### src/rtl/trisc_fetch_sequencer_if.sv
// Sequencer-side bundle: program-memory read port plus the control-unit
// instruction handshake. The master modport is the sequencer's view.
interface trisc_fetch_sequencer_if #(
  parameter int ADDR_W = 4,
  parameter int DATA_W = 8
);
  logic              MemReq;
  logic [ADDR_W-1:0] MemAddr;
  logic [DATA_W-1:0] MemData;
  logic              MemAck;
  logic [3:0]        Opcode;
  logic [ADDR_W-1:0] Operand;
  logic              InstrValid;
  logic              InstrDone;
  logic              TakeJump;

  modport master (
    output MemReq, MemAddr, Opcode, Operand, InstrValid,
    input  MemData, MemAck, InstrDone, TakeJump
  );

  modport slave (
    input  MemReq, MemAddr, Opcode, Operand, InstrValid,
    output MemData, MemAck, InstrDone, TakeJump
  );
endinterface

### src/rtl/trisc_fetch_sequencer.sv
// TRISC fetch sequencer: owns the PC, fetches instruction words, holds the IR
// for the control unit and advances/jumps/halts on instruction completion.
module trisc_fetch_sequencer #(
  parameter int              ADDR_W   = 4,
  parameter int              DATA_W   = 8,
  parameter logic [ADDR_W-1:0] RESET_PC = '0
) (
  input  logic                      SysClock,
  input  logic                      Reset_n,
  input  logic                      Start,
  trisc_fetch_sequencer_if.master   bus,
  output logic [ADDR_W-1:0]         PC,
  output logic                      Halted,
  output logic                      IllegalOp
);

  typedef enum logic [1:0] {S_HALT, S_FETCH, S_EXEC, S_ADV} state_e;

  localparam logic [3:0] OP_HLT = 4'hA;

  state_e            state_q, state_d;
  logic [ADDR_W-1:0] pc_q, pc_d;
  logic [DATA_W-1:0] ir_q, ir_d;

  always_ff @(posedge SysClock or negedge Reset_n) begin
    if (!Reset_n) begin
      state_q <= S_HALT;
      pc_q    <= RESET_PC;
      ir_q    <= '0;
    end else begin
      state_q <= state_d;
      pc_q    <= pc_d;
      ir_q    <= ir_d;
    end
  end

  always_comb begin
    state_d = state_q;
    pc_d    = pc_q;
    ir_d    = ir_q;
    case (state_q)
      S_HALT: begin
        if (Start) begin
          pc_d    = RESET_PC;
          state_d = S_FETCH;
        end
      end
      S_FETCH: begin
        if (bus.MemAck) begin
          ir_d    = bus.MemData;
          // Opcodes above HLT are undefined; skip them without executing.
          state_d = (bus.MemData[DATA_W-1 -: 4] > OP_HLT) ? S_ADV : S_EXEC;
        end
      end
      S_EXEC: begin
        if (bus.InstrDone) begin
          if (ir_q[DATA_W-1 -: 4] == OP_HLT) begin
            state_d = S_HALT;
          end else begin
            pc_d    = bus.TakeJump ? ir_q[ADDR_W-1:0] : pc_q + 1'b1;
            state_d = S_FETCH;
          end
        end
      end
      S_ADV: begin
        pc_d    = pc_q + 1'b1;
        state_d = S_FETCH;
      end
      default: state_d = S_HALT;
    endcase
  end

  // All outputs decode from state/IR so nothing leaks combinationally from inputs.
  assign bus.MemReq     = (state_q == S_FETCH);
  assign bus.MemAddr    = pc_q;
  assign bus.Opcode     = ir_q[DATA_W-1 -: 4];
  assign bus.Operand    = ir_q[ADDR_W-1:0];
  assign bus.InstrValid = (state_q == S_EXEC);
  assign PC             = pc_q;
  assign Halted         = (state_q == S_HALT);
  assign IllegalOp      = (state_q == S_ADV);

endmodule

### src/flat_wrapper.sv
// flat-port wrapper written by rule: the top's interface ports become plain ports
module trisc_fetch_sequencer_flat 
#(
  parameter int              ADDR_W   = 4,
  parameter int              DATA_W   = 8,
  parameter logic [ADDR_W-1:0] RESET_PC = '0
)
  (SysClock, Reset_n, Start, PC, Halted, IllegalOp, bus_MemReq, bus_MemAddr, bus_Opcode, bus_Operand, bus_InstrValid, bus_MemData, bus_MemAck, bus_InstrDone, bus_TakeJump);
  trisc_fetch_sequencer_if #(.ADDR_W(ADDR_W), .DATA_W(DATA_W)) bus_i ();
  input  logic SysClock;
  input  logic Reset_n;
  input  logic Start;
  output logic [ADDR_W-1:0] PC;
  output logic Halted;
  output logic IllegalOp;
  output wire logic [$bits(bus_i.MemReq)-1:0] bus_MemReq;
  output wire logic [$bits(bus_i.MemAddr)-1:0] bus_MemAddr;
  output wire logic [$bits(bus_i.Opcode)-1:0] bus_Opcode;
  output wire logic [$bits(bus_i.Operand)-1:0] bus_Operand;
  output wire logic [$bits(bus_i.InstrValid)-1:0] bus_InstrValid;
  input wire logic [$bits(bus_i.MemData)-1:0] bus_MemData;
  input wire logic [$bits(bus_i.MemAck)-1:0] bus_MemAck;
  input wire logic [$bits(bus_i.InstrDone)-1:0] bus_InstrDone;
  input wire logic [$bits(bus_i.TakeJump)-1:0] bus_TakeJump;
  assign bus_MemReq = bus_i.MemReq;
  assign bus_MemAddr = bus_i.MemAddr;
  assign bus_Opcode = bus_i.Opcode;
  assign bus_Operand = bus_i.Operand;
  assign bus_InstrValid = bus_i.InstrValid;
  assign bus_i.MemData = bus_MemData;
  assign bus_i.MemAck = bus_MemAck;
  assign bus_i.InstrDone = bus_InstrDone;
  assign bus_i.TakeJump = bus_TakeJump;
  trisc_fetch_sequencer #(.ADDR_W(ADDR_W), .DATA_W(DATA_W), .RESET_PC(RESET_PC)) u_core (.SysClock(SysClock), .Reset_n(Reset_n), .Start(Start), .bus(bus_i), .PC(PC), .Halted(Halted), .IllegalOp(IllegalOp));
endmodule
### config.mk
export PLATFORM = sky130hd
export DESIGN_NAME = trisc_fetch_sequencer_flat
export DESIGN_NICKNAME = d
export VERILOG_FILES = /design/src/rtl/trisc_fetch_sequencer_if.sv /design/src/rtl/trisc_fetch_sequencer.sv /design/src/flat_wrapper.sv
export SDC_FILE = /design/constraint.sdc
export NUM_CORES = 1
export LEC_CHECK = 0
export CAP_MARGIN = 30
export CELL_PAD_IN_SITES_DETAIL_PLACEMENT = 1
export CELL_PAD_IN_SITES_GLOBAL_PLACEMENT = 1
export CORE_UTILIZATION = 31
export DETAILED_ROUTE_END_ITERATION = 16
export GPL_ROUTABILITY_DRIVEN = 0
export HOLD_SLACK_MARGIN = 0.12
export PLACE_DENSITY_LB_ADDON = 0.1
export SYNTH_ARGS = -nofsm -noshare
export SYNTH_HDL_FRONTEND = slang
export SYNTH_SLANG_ARGS = --single-unit
### constraint.sdc
create_clock -name SysClock -period 2.6 [get_ports SysClock]
set_clock_uncertainty 0.05 [all_clocks]
set_input_delay 0.52 -clock SysClock [delete_from_list [all_inputs] [get_ports SysClock]]
set_output_delay 0.52 -clock SysClock [all_outputs]
set_load 0.01 [all_outputs]
; ---- After elaboration in Yosys (flattened, before gate mapping)
; Index checks and enable logic that the tools add are counted.
[op_classes]
add_sub_neg = 1
order_cmp = 1
n_mux = 11
reduce_logical = 5
n_eq_ne = 8
[op_table]
columns = op, n
row1 = 4-bit two-way mux, 4
row2 = 4-bit case mux with 3 select lines, 1
row3 = 2-bit case mux with 4 select lines, 1
row4 = 2-bit two-way mux, 3
row5 = "4-bit by 1-bit adder with 4-bit output, second input constant", 1
row6 = "2-bit == test, second input constant", 2
row7 = "4-bit == test, second input constant", 1
row8 = "4-bit greater-than comparator, second input constant", 1
row9 = "2-bit by 1-bit != test with 1-bit output, second input constant", 2
row10 = "2-bit != test, second input constant", 2
row11 = 4-bit AND reduction, 1
row12 = 3-bit AND reduction, 1
row13 = 3-bit nonzero test, 1
row14 = "2-bit by 1-bit == test with 1-bit output, second input constant", 1
row15 = 2-bit zero test, 1
row16 = 1-bit two-way mux, 2
row17 = 2-bit AND reduction, 1
[totals]
elab_cells = 29
in_bits = 14
reg_bits = 14

; ---- Longest topological paths before layout
; Gate-level depths: netlist of run 1.
[depth]
depth_word = 5
mapped_depth = 7

; ---- Worst setup path after synthesis of run 1
; OpenSTA, ideal clock, no wires.
[synth_timing]
path_kind = reg2reg
from = register u_core.state_q[0]
to = register u_core.pc_q[0], in the netlist u_core.PC[0]
synth_period_minus_slack_ns = 1.748
arrival_time_ns = 1.573
required_time_ns = 2.425
stages_incl_launch_ff = 8
path_buffers = 1
path_slack_ns = 0.852
cell_sequence = dfrtp_1 -> inv_1 -> ha_1 -> buf_6 -> inv_2 -> a2bb2oi_4 -> and3_4 -> mux2_4
[synth_via]
elab_chain_cells = 3
[synth_rtl]
columns = item, line
row1 = start: declaration, trisc_fetch_sequencer.sv:21  ; state_e state_q, state_d;
row2 = start signal: assignment, trisc_fetch_sequencer.sv:31  ; state_q <= state_d;
row3 = 2-bit == test (*), -
row4 = net bus_InstrValid, flat_wrapper.sv:20  ; output wire logic [$bits(bus_i.InstrValid)-1:0] bus_InstrValid;
row5 = "2-bit != test (no source line), or another cell as far along", -
row6 = 4-bit AND reduction (no source line), -
row7 = end signal: assignment, trisc_fetch_sequencer.sv:32  ; pc_q <= pc_d;
row8 = end: declaration, trisc_fetch_sequencer.sv:22  ; logic [ADDR_W-1:0] pc_q, pc_d;
; Mark *: on every way through the listed nets, which the timed path passes. The rest lies on a longest branch.
; A chain may end at the register's enable or synchronous reset.

; ---- Final worst setup path of run 1
[layout_timing]
from = register u_core.state_q[0]
to = output port bus_InstrValid
[layout_via]
elab_chain_cells = 1
[layout_rtl]
columns = item, line
row1 = 2-bit == test, trisc_fetch_sequencer.sv:78  ; assign bus.InstrValid = (state_q == S_EXEC);
row2 = end: declaration, flat_wrapper.sv:20
; No other way between the ends.

==> results.md, run 1 <==
Outcome:
- The run finished with clean final reports.

Floorplan:
- Pin placement for this block handled 34 I/O pins.
- The die boundary width is 53.3 um.
- The row count is 18.
- The area enclosed by the die boundary is 2850 um2.
- The height of the die is 53.3 um.
- In this run the standard cell core region covers 2480 um2.
- The initial core utilization is 0.330.

Worst setup path:
- The top cell family by delay on the critical path is buffers and inverters.
- For the worst setup path, the data arrival time is 1.75 ns.
- The number of buffers and inverters on the critical path is 2.
- The standard cell with the maximum stage delay on the critical path is sky130_fd_sc_hd__clkdlybuf4s50_1.
- The largest single stage delay on the critical path is 0.61 ns.
- Walking the worst path, the cells encountered are inv_1 > ha_1 > clkdlybuf4s50_1.
- The type of element capturing the critical path is a primary output.
- The highest net fanout along the worst path is 9.
- The register-to-register setup slack is 0.74 ns.
- The worst setup path is of the flop to primary output kind.
- For the worst setup path, the data required time is 2.03 ns.
- The element type at the critical path start is a flop.

CTS:
- In this run the post-CTS setup repair buffer count came out at 0.
- The clock root buffer is sky130_fd_sc_hd__clkbuf_4.
- The clock transition at the register clock pins on the worst setup and hold paths after CTS is 0.09 ns.
- The insertion delay of the later-clocked pin in the worst-skew pair is 0.28 ns.
- The post-cts resize count is 0.
- TritonCTS built the clock tree.
- Buffers inserted during clock tree synthesis total 3.
- The buffer depth of the longest clock path is 2.
- The number of H-tree levels is 1.
- Buffers inserted to repair hold after CTS numbered 0.
- The total number of clock tree sinks is 14.

Routing:
- The first-iteration detailed-routing DRC count is 11.
- After detailed routing, the average wire length per cell comes to 14.0 um.
- The detail route stage leaves a number of antenna-violating nets equal to 0.
- Dividing the detail-routed via count by the number of cells gives 5.13.
- For this block, the routed nets add up to 1870 um of wire.
- Summing over every cut layer, the via total after detailed routing is 687.
- The number of detailed-routing iterations run before antenna repair is 4.
- The number of remaining DRC errors is 0.

Global routing:
- The total congestion overflow after global routing is 0.
- The largest net degree at the start of global routing is 15.
- The via count of the first global-routing pass is 675.
- The initial antenna violation count is 0.
- The first global-routing pass estimated 3030 um of wire.
- The overall global routing resource usage is 0.149.

Timing:
- Setup total negative slack on the finished layout was measured at 0 ns.
- The number of endpoints with negative hold slack in the final report came to 0.
- For the finished layout, the period the worst path requires is 2.32 ns.
- Setup violations remaining at the end of the flow were counted as 0.
- The highest clock rate is 430 MHz.
- Setup repair after global routing left no endpoint under its margin.
- The max-slew violation count came to 0.
- In this run the tightest slew margin relative to its limit is 0.573.
- In the finished design, the share of the clock period the worst path needs comes to 0.894.
- For the pin with the worst max-slew slack, the measured transition is 0.639 ns.

Yosys:
- The area share of fa/ha/maj cells after synthesis is 0.0766.
- Of the total synthesized cell area, the portion taken by XOR and XNOR cells is 0.
- The number of distinct library cells after synthesis is 25.
- The average cell area after synthesis is 11.2 um2.
- The multiplexer area fraction after synthesis is 0.161.
- Of the total synthesized cell area, the portion taken by AND, OR, NAND and NOR gates is 0.110.
- The flip-flop and latch count after synthesis is 14.
- The total number of yosys warnings is 0.
- The gate count of the mapped netlist is 73.
- The sequential element share of the synthesized area is 0.429.
- The portion of synthesized cell area occupied by the leading cell type is 0.429.
- The net count of the mapped netlist is 92.
- The dominant combinational cell family by area after synthesis is multiplexers.
- The most area-hungry cell type in the Yosys netlist is sky130_fd_sc_hd__dfrtp_1.
- The area fraction in compound gates after synthesis is 0.141.
- Sorting the synthesized cells by area gives the leading types as sky130_fd_sc_hd__dfrtp_1, sky130_fd_sc_hd__mux2_2, sky130_fd_sc_hd__ha_1.
- The summed instance area of the synthesized netlist is 817 um2.

Cells and area:
- Once layout is complete, the cells apart from fillers number 134.
- In the layout the commonest cells are sky130_fd_sc_hd__clkdlybuf4s50_1, sky130_fd_sc_hd__dfrtp_1, sky130_fd_sc_hd__mux2_2.
- The most common library cell in the layout ignoring fill and taps is sky130_fd_sc_hd__clkdlybuf4s50_1.
- The area growth from synthesis to layout is 42.7%.
- The net total in the final layout is 125.
- Of the cells placed in the final design, the portion with a size suffix greater than 1 is 0.163.
- The repair_antennas step left the layout with diodes totalling 0.

Power:
- Dividing total power by cell area gives a power density of 1160 nW/um2.
- The worst vdd rail ir drop is 0.000481 V.
- The leakage power is 0.494 nW.

Placed design:
- Port buffering added 33 buffers.
- The placed wire-length estimate is 1500 um.
- The cell count after placement is 131.

Job:
- The max-cap check violation count is 0.

Worst hold path:
- The worst hold-check path type is flop to flop.
[sequential cells by signal, indices dropped and copies added, names as in the netlist]
signal,flops
u_core.PC,4
u_core.ir_q,8
u_core.state_q,2
[where the power goes]
part	total (mW)	internal (mW)	leakage, nW	switching [mW]
Sequential	0.419	0.321	0.172	0.0974
Combinational	0.814	0.481	0.308	0.333
Clock	0.126	0.0536	0.0138	0.0723
[cells in the mapped netlist, drive strengths merged]
cell type	count
o221ai	1
nand2b	2
nand4	1
dfrtp	14
inv	7
ha	5
and4bb	1
o211ai	1
buf	5
o21ai	4
a41oi	1
nand3	5
and3	1
nand2	6
a22o	1
a31oi	1
a2bb2oi	1
o2111ai	1
a21oi	4
mux2	11
[final timing paths]
path	from	to	cells after the start
worst min-delay path	u_core.ir_q[7]	u_core.ir_q[7]	1
worst max-delay path	u_core.state_q[0]	bus_InstrValid	3
max in group asynchronous	Reset_n	u_core.ir_q[1]	1
min in group asynchronous	Reset_n	u_core.state_q[1]	1
worst max register to register	u_core.state_q[0]	u_core.PC[1]	6
worst min register to register	u_core.ir_q[7]	u_core.ir_q[7]	1
[cell families (layout without fill, tap and decap cells)]
kind of cell | after synthesis | after routing
and+or+nand+nor | 16 | 16
AOI/OAI and AO/OA | 15 | 15
DFF | 14 | 14
buffers and inverters | 12 | 43
muxes | 11 | 11
adders and majority gates | 5 | 5
[metal layers]
layer | GRT usage | wire length (um) | share of wire
met1 | 0.194 | 881 | 0.47
met2 | 0.231 | 887 | 0.47
met3 | 0.0345 | 86 | 0.046
met4 | 0.0658 | 15 | 0.0080
met5 | 0 | 0 | 0
[final cells by class]
class | instances | area [um2]
fillers | 284 | 1310
flip-flops and latches | 14 | 350
clock buffers | 3 | 22.5
inverters | 7 | 26.3
well taps | 30 | 37.5
multi-input cells | 47 | 399
repair buffers | 33 | 330
[through the flow]
| stage | total power [mW] | hold slack [ns] | setup WS, ns | utilization | area [um2] |
|---|---|---|---|---|---|
| 2_1_floorplan | 0.902 | 0.174 | 0.852 | - | 817 |
| 3_3_place_gp | 1.23 | 0.470 | 0.622 | 0.462 | 1140 |
| 3_5_place_dp | 1.25 | 0.465 | 0.591 | 0.462 | 1140 |
| 4_1_cts | 1.38 | 0.489 | 0.264 | 0.471 | 1170 |
| 5_1_grt | 1.46 | 0.516 | 0.166 | 0.471 | 1170 |
| 6_report | 1.36 | 0.487 | 0.276 | 0.471 | 1170 |
Power figures use the tool's default switching activity.
==> run 2: changes to the inputs <==
--- a/config.mk
+++ b/config.mk
@@ -16,3 +16,4 @@
 export SYNTH_ARGS = -nofsm -noshare
 export SYNTH_HDL_FRONTEND = slang
 export SYNTH_SLANG_ARGS = --single-unit
+export TNS_END_PERCENT = 20
==> results of run 2 <==
The final DEF is identical to that of run 1; final timing and power are the same.
==> run 3: changes to the inputs <==
--- a/config.mk
+++ b/config.mk
@@ -12,7 +12,7 @@
 export DETAILED_ROUTE_END_ITERATION = 16
 export GPL_ROUTABILITY_DRIVEN = 0
 export HOLD_SLACK_MARGIN = 0.12
-export PLACE_DENSITY_LB_ADDON = 0.1
+export PLACE_DENSITY = 0.83
 export SYNTH_ARGS = -nofsm -noshare
 export SYNTH_HDL_FRONTEND = slang
 export SYNTH_SLANG_ARGS = --single-unit
==> results.md, run 3 (same netlist as run 1, synthesis figures left out) <==
Placed design:
- The cell count after placement is 131.
- The placement-stage worst setup slack is 0.589 ns.
- The number of buffers added on ports is 33.

Timing:
- The post-route clock period utilization is 0.879.
- The number of endpoints with negative hold slack in the final report is 0.
- The sum of negative setup slack is 0 ns.
- In the post-route analysis, the smallest setup slack over all paths is 0.315 ns.
- Setup repair after global routing left no endpoint under its margin.
- At the pin with the least slew margin, the transition time is 0.680 ns.
- Hold is met by 0.488 ns.
- The relative slew slack is 0.545.
- The clock period minus worst slack is 2.29 ns.
- For this run, the top clock speed supported by timing is 438 MHz.
- The max-slew violation count is 0.
- The final count of negative-setup-slack endpoints is 0.

CTS:
- The clock tree from TritonCTS is built.
- The number of H-tree levels is 1.
- The clock transition at the register clock pins on the worst setup and hold paths after CTS is 0.09 ns.
- CTS placed an instance of sky130_fd_sc_hd__clkbuf_4 at the clock tree root.
- The total of hold buffers inserted after clock tree synthesis is 0.
- The post-cts resize count is 0.
- The buffer depth of the longest clock path is 2.
- Buffers inserted during clock tree synthesis total 3.
- After clock tree synthesis, the setup repair step added 0 buffers.
- Clock latency on the worst-skew pair, taken at its later pin, is 0.28 ns.
- Counting every sink on the clock net gives 14.

Worst setup path:
- The element type at the critical path start is a flop.
- The largest single stage delay on the critical path is 0.60 ns.
- The kind of critical path is flop to primary output.
- The highest net fanout along the worst path is 9.
- The number of buffers and inverters on the critical path is 2.
- The standard cell with the maximum stage delay on the critical path is sky130_fd_sc_hd__clkdlybuf4s50_1.
- STA classifies the critical path endpoint as a primary output.
- The required time at the worst-slack endpoint is 2.03 ns.
- The critical path goes through inv_1 > ha_1 > clkdlybuf4s50_1.
- At the worst endpoint, the arrival time is 1.72 ns.
- The top cell family by delay on the critical path is buffers and inverters.

Floorplan:
- The initial utilization of the core area, before any placement, comes to 0.330.
- The die is 53.3 um tall.
- The row count is 18.
- The floorplan step set the die width to 53.3 um.
- The total I/O pin count is 34.
- The area enclosed by the die boundary is 2850 um2.
- The core area is 2480 um2.

Routing:
- In the final routed layout, each cell accounts on average for 13.9 um.
- For this block, the routed nets add up to 1880 um of wire.
- The detailed router finished its first iteration with 4 violations.
- The detail route stage leaves a number of antenna-violating nets equal to 0.
- The number of remaining DRC errors is 0.
- The number of detailed-routing iterations run before antenna repair is 4.
- After detailed routing, the number of vias per cell comes to 4.95.
- The final route contains 668 vias.

Cells and area:
- The most common library cell in the layout ignoring fill and taps is sky130_fd_sc_hd__clkdlybuf4s50_1.
- In the final layout, the share of cells above drive strength 1 is 0.171.
- For this run, the number of standard cells in the final layout without fillers is 135.
- Relative to the synthesized area, the layout overhead comes to 44.4%.
- The net total in the final layout is 125.
- The number of flip-flops in the largest register is 8.
- Ranked by flip-flop count, first place goes to u_core.ir_q.
- In the layout the commonest cells are sky130_fd_sc_hd__clkdlybuf4s50_1, sky130_fd_sc_hd__dfrtp_1, sky130_fd_sc_hd__mux2_2.
- The number of antenna diodes is 0.

Global routing:
- The overall global routing resource usage is 0.161.
- The initial antenna violation count is 0.
- The largest net degree at the start of global routing is 15.
- After global routing the overflow that remains totals 0.
- The via count of the first global-routing pass is 728.
- The global-route wire length before repair is 3210 um.

Power:
- For this design the static power due to leakage is 0.502 nW.
- Dividing total power by cell area gives a power density of 1180 nW/um2.
- The worst-case IR drop observed on VDD is 0.000634 V.

Worst hold path:
- The worst hold-check path type is flop to flop.

Job:
- The max-cap check violation count is 0.

Outcome:
- The flow ran to the end, and the final reports show no timing, DRC or antenna violations.
run 3: cell count changes in the layout (fill, tap and decap cells not counted):
cell,previous run,this run
sky130_fd_sc_hd__clkbuf_8,0,1
run 3: final cells by class:
class,count,area [um2]
clock buffer,4,36.3
fill,284,1300
inverter,7,26.3
multi-input combinational,47,399
sequential,14,350
tap,30,37.5
timing repair buffer,33,330
run 3: through the flow:
step | area [um2] | power [mW] | util
global route | 1180 | 1.51 | 0.476
CTS | 1180 | 1.42 | 0.476
finish | 1180 | 1.39 | 0.476
detailed placement | 1140 | 1.25 | 0.462
floorplan | 817 | 0.902 | -
global placement | 1140 | 1.22 | 0.462
run 3: power by group:
part	switching (mW)	leakage (nW)	internal, mW	total (mW)
Combinational	0.331	0.308	0.480	0.811
Sequential	0.0997	0.172	0.321	0.421
Clock	0.0757	0.0210	0.0852	0.161
Total	0.506	0.502	0.887	1.39
run 3: metal layers:
metal | part of all wire | up-vias | GRT usage
met1 | 0.45 | 323 | 0.190
met4 | 0.010 | 0 | 0.0921
met2 | 0.51 | 19 | 0.277
met5 | 0 | - | 0
met3 | 0.034 | 2 | 0.0172
li1 | - | 324 | -
run 3: path summary, 6_finish.rpt:
kind / from / to / slack, ns / cells past startpoint
setup / recovery: u_core.state_q[0] / bus_InstrValid / 0.31 / 3
hold / removal: u_core.ir_q[6] / u_core.ir_q[6] / 0.49 / 1
setup reg to reg: u_core.state_q[0] / u_core.PC[0] / 0.79 / 6
hold reg to reg: u_core.ir_q[6] / u_core.ir_q[6] / 0.49 / 1
max in group asynchronous: Reset_n / u_core.ir_q[7] / 1.48 / 1
min in group asynchronous: Reset_n / u_core.state_q[1] / 0.59 / 1
run 3: worst reg2reg max path: cells and delay by family, from the launching register on:
family / cells / cell delay (ns)
buffers and inverters: 2 / 0.21
DFF: 1 / 0.39
AOI/OAI and AO/OA: 1 / 0.20
muxes: 1 / 0.30
adders and majority gates: 1 / 0.30
and+or+nand+nor: 1 / 0.24
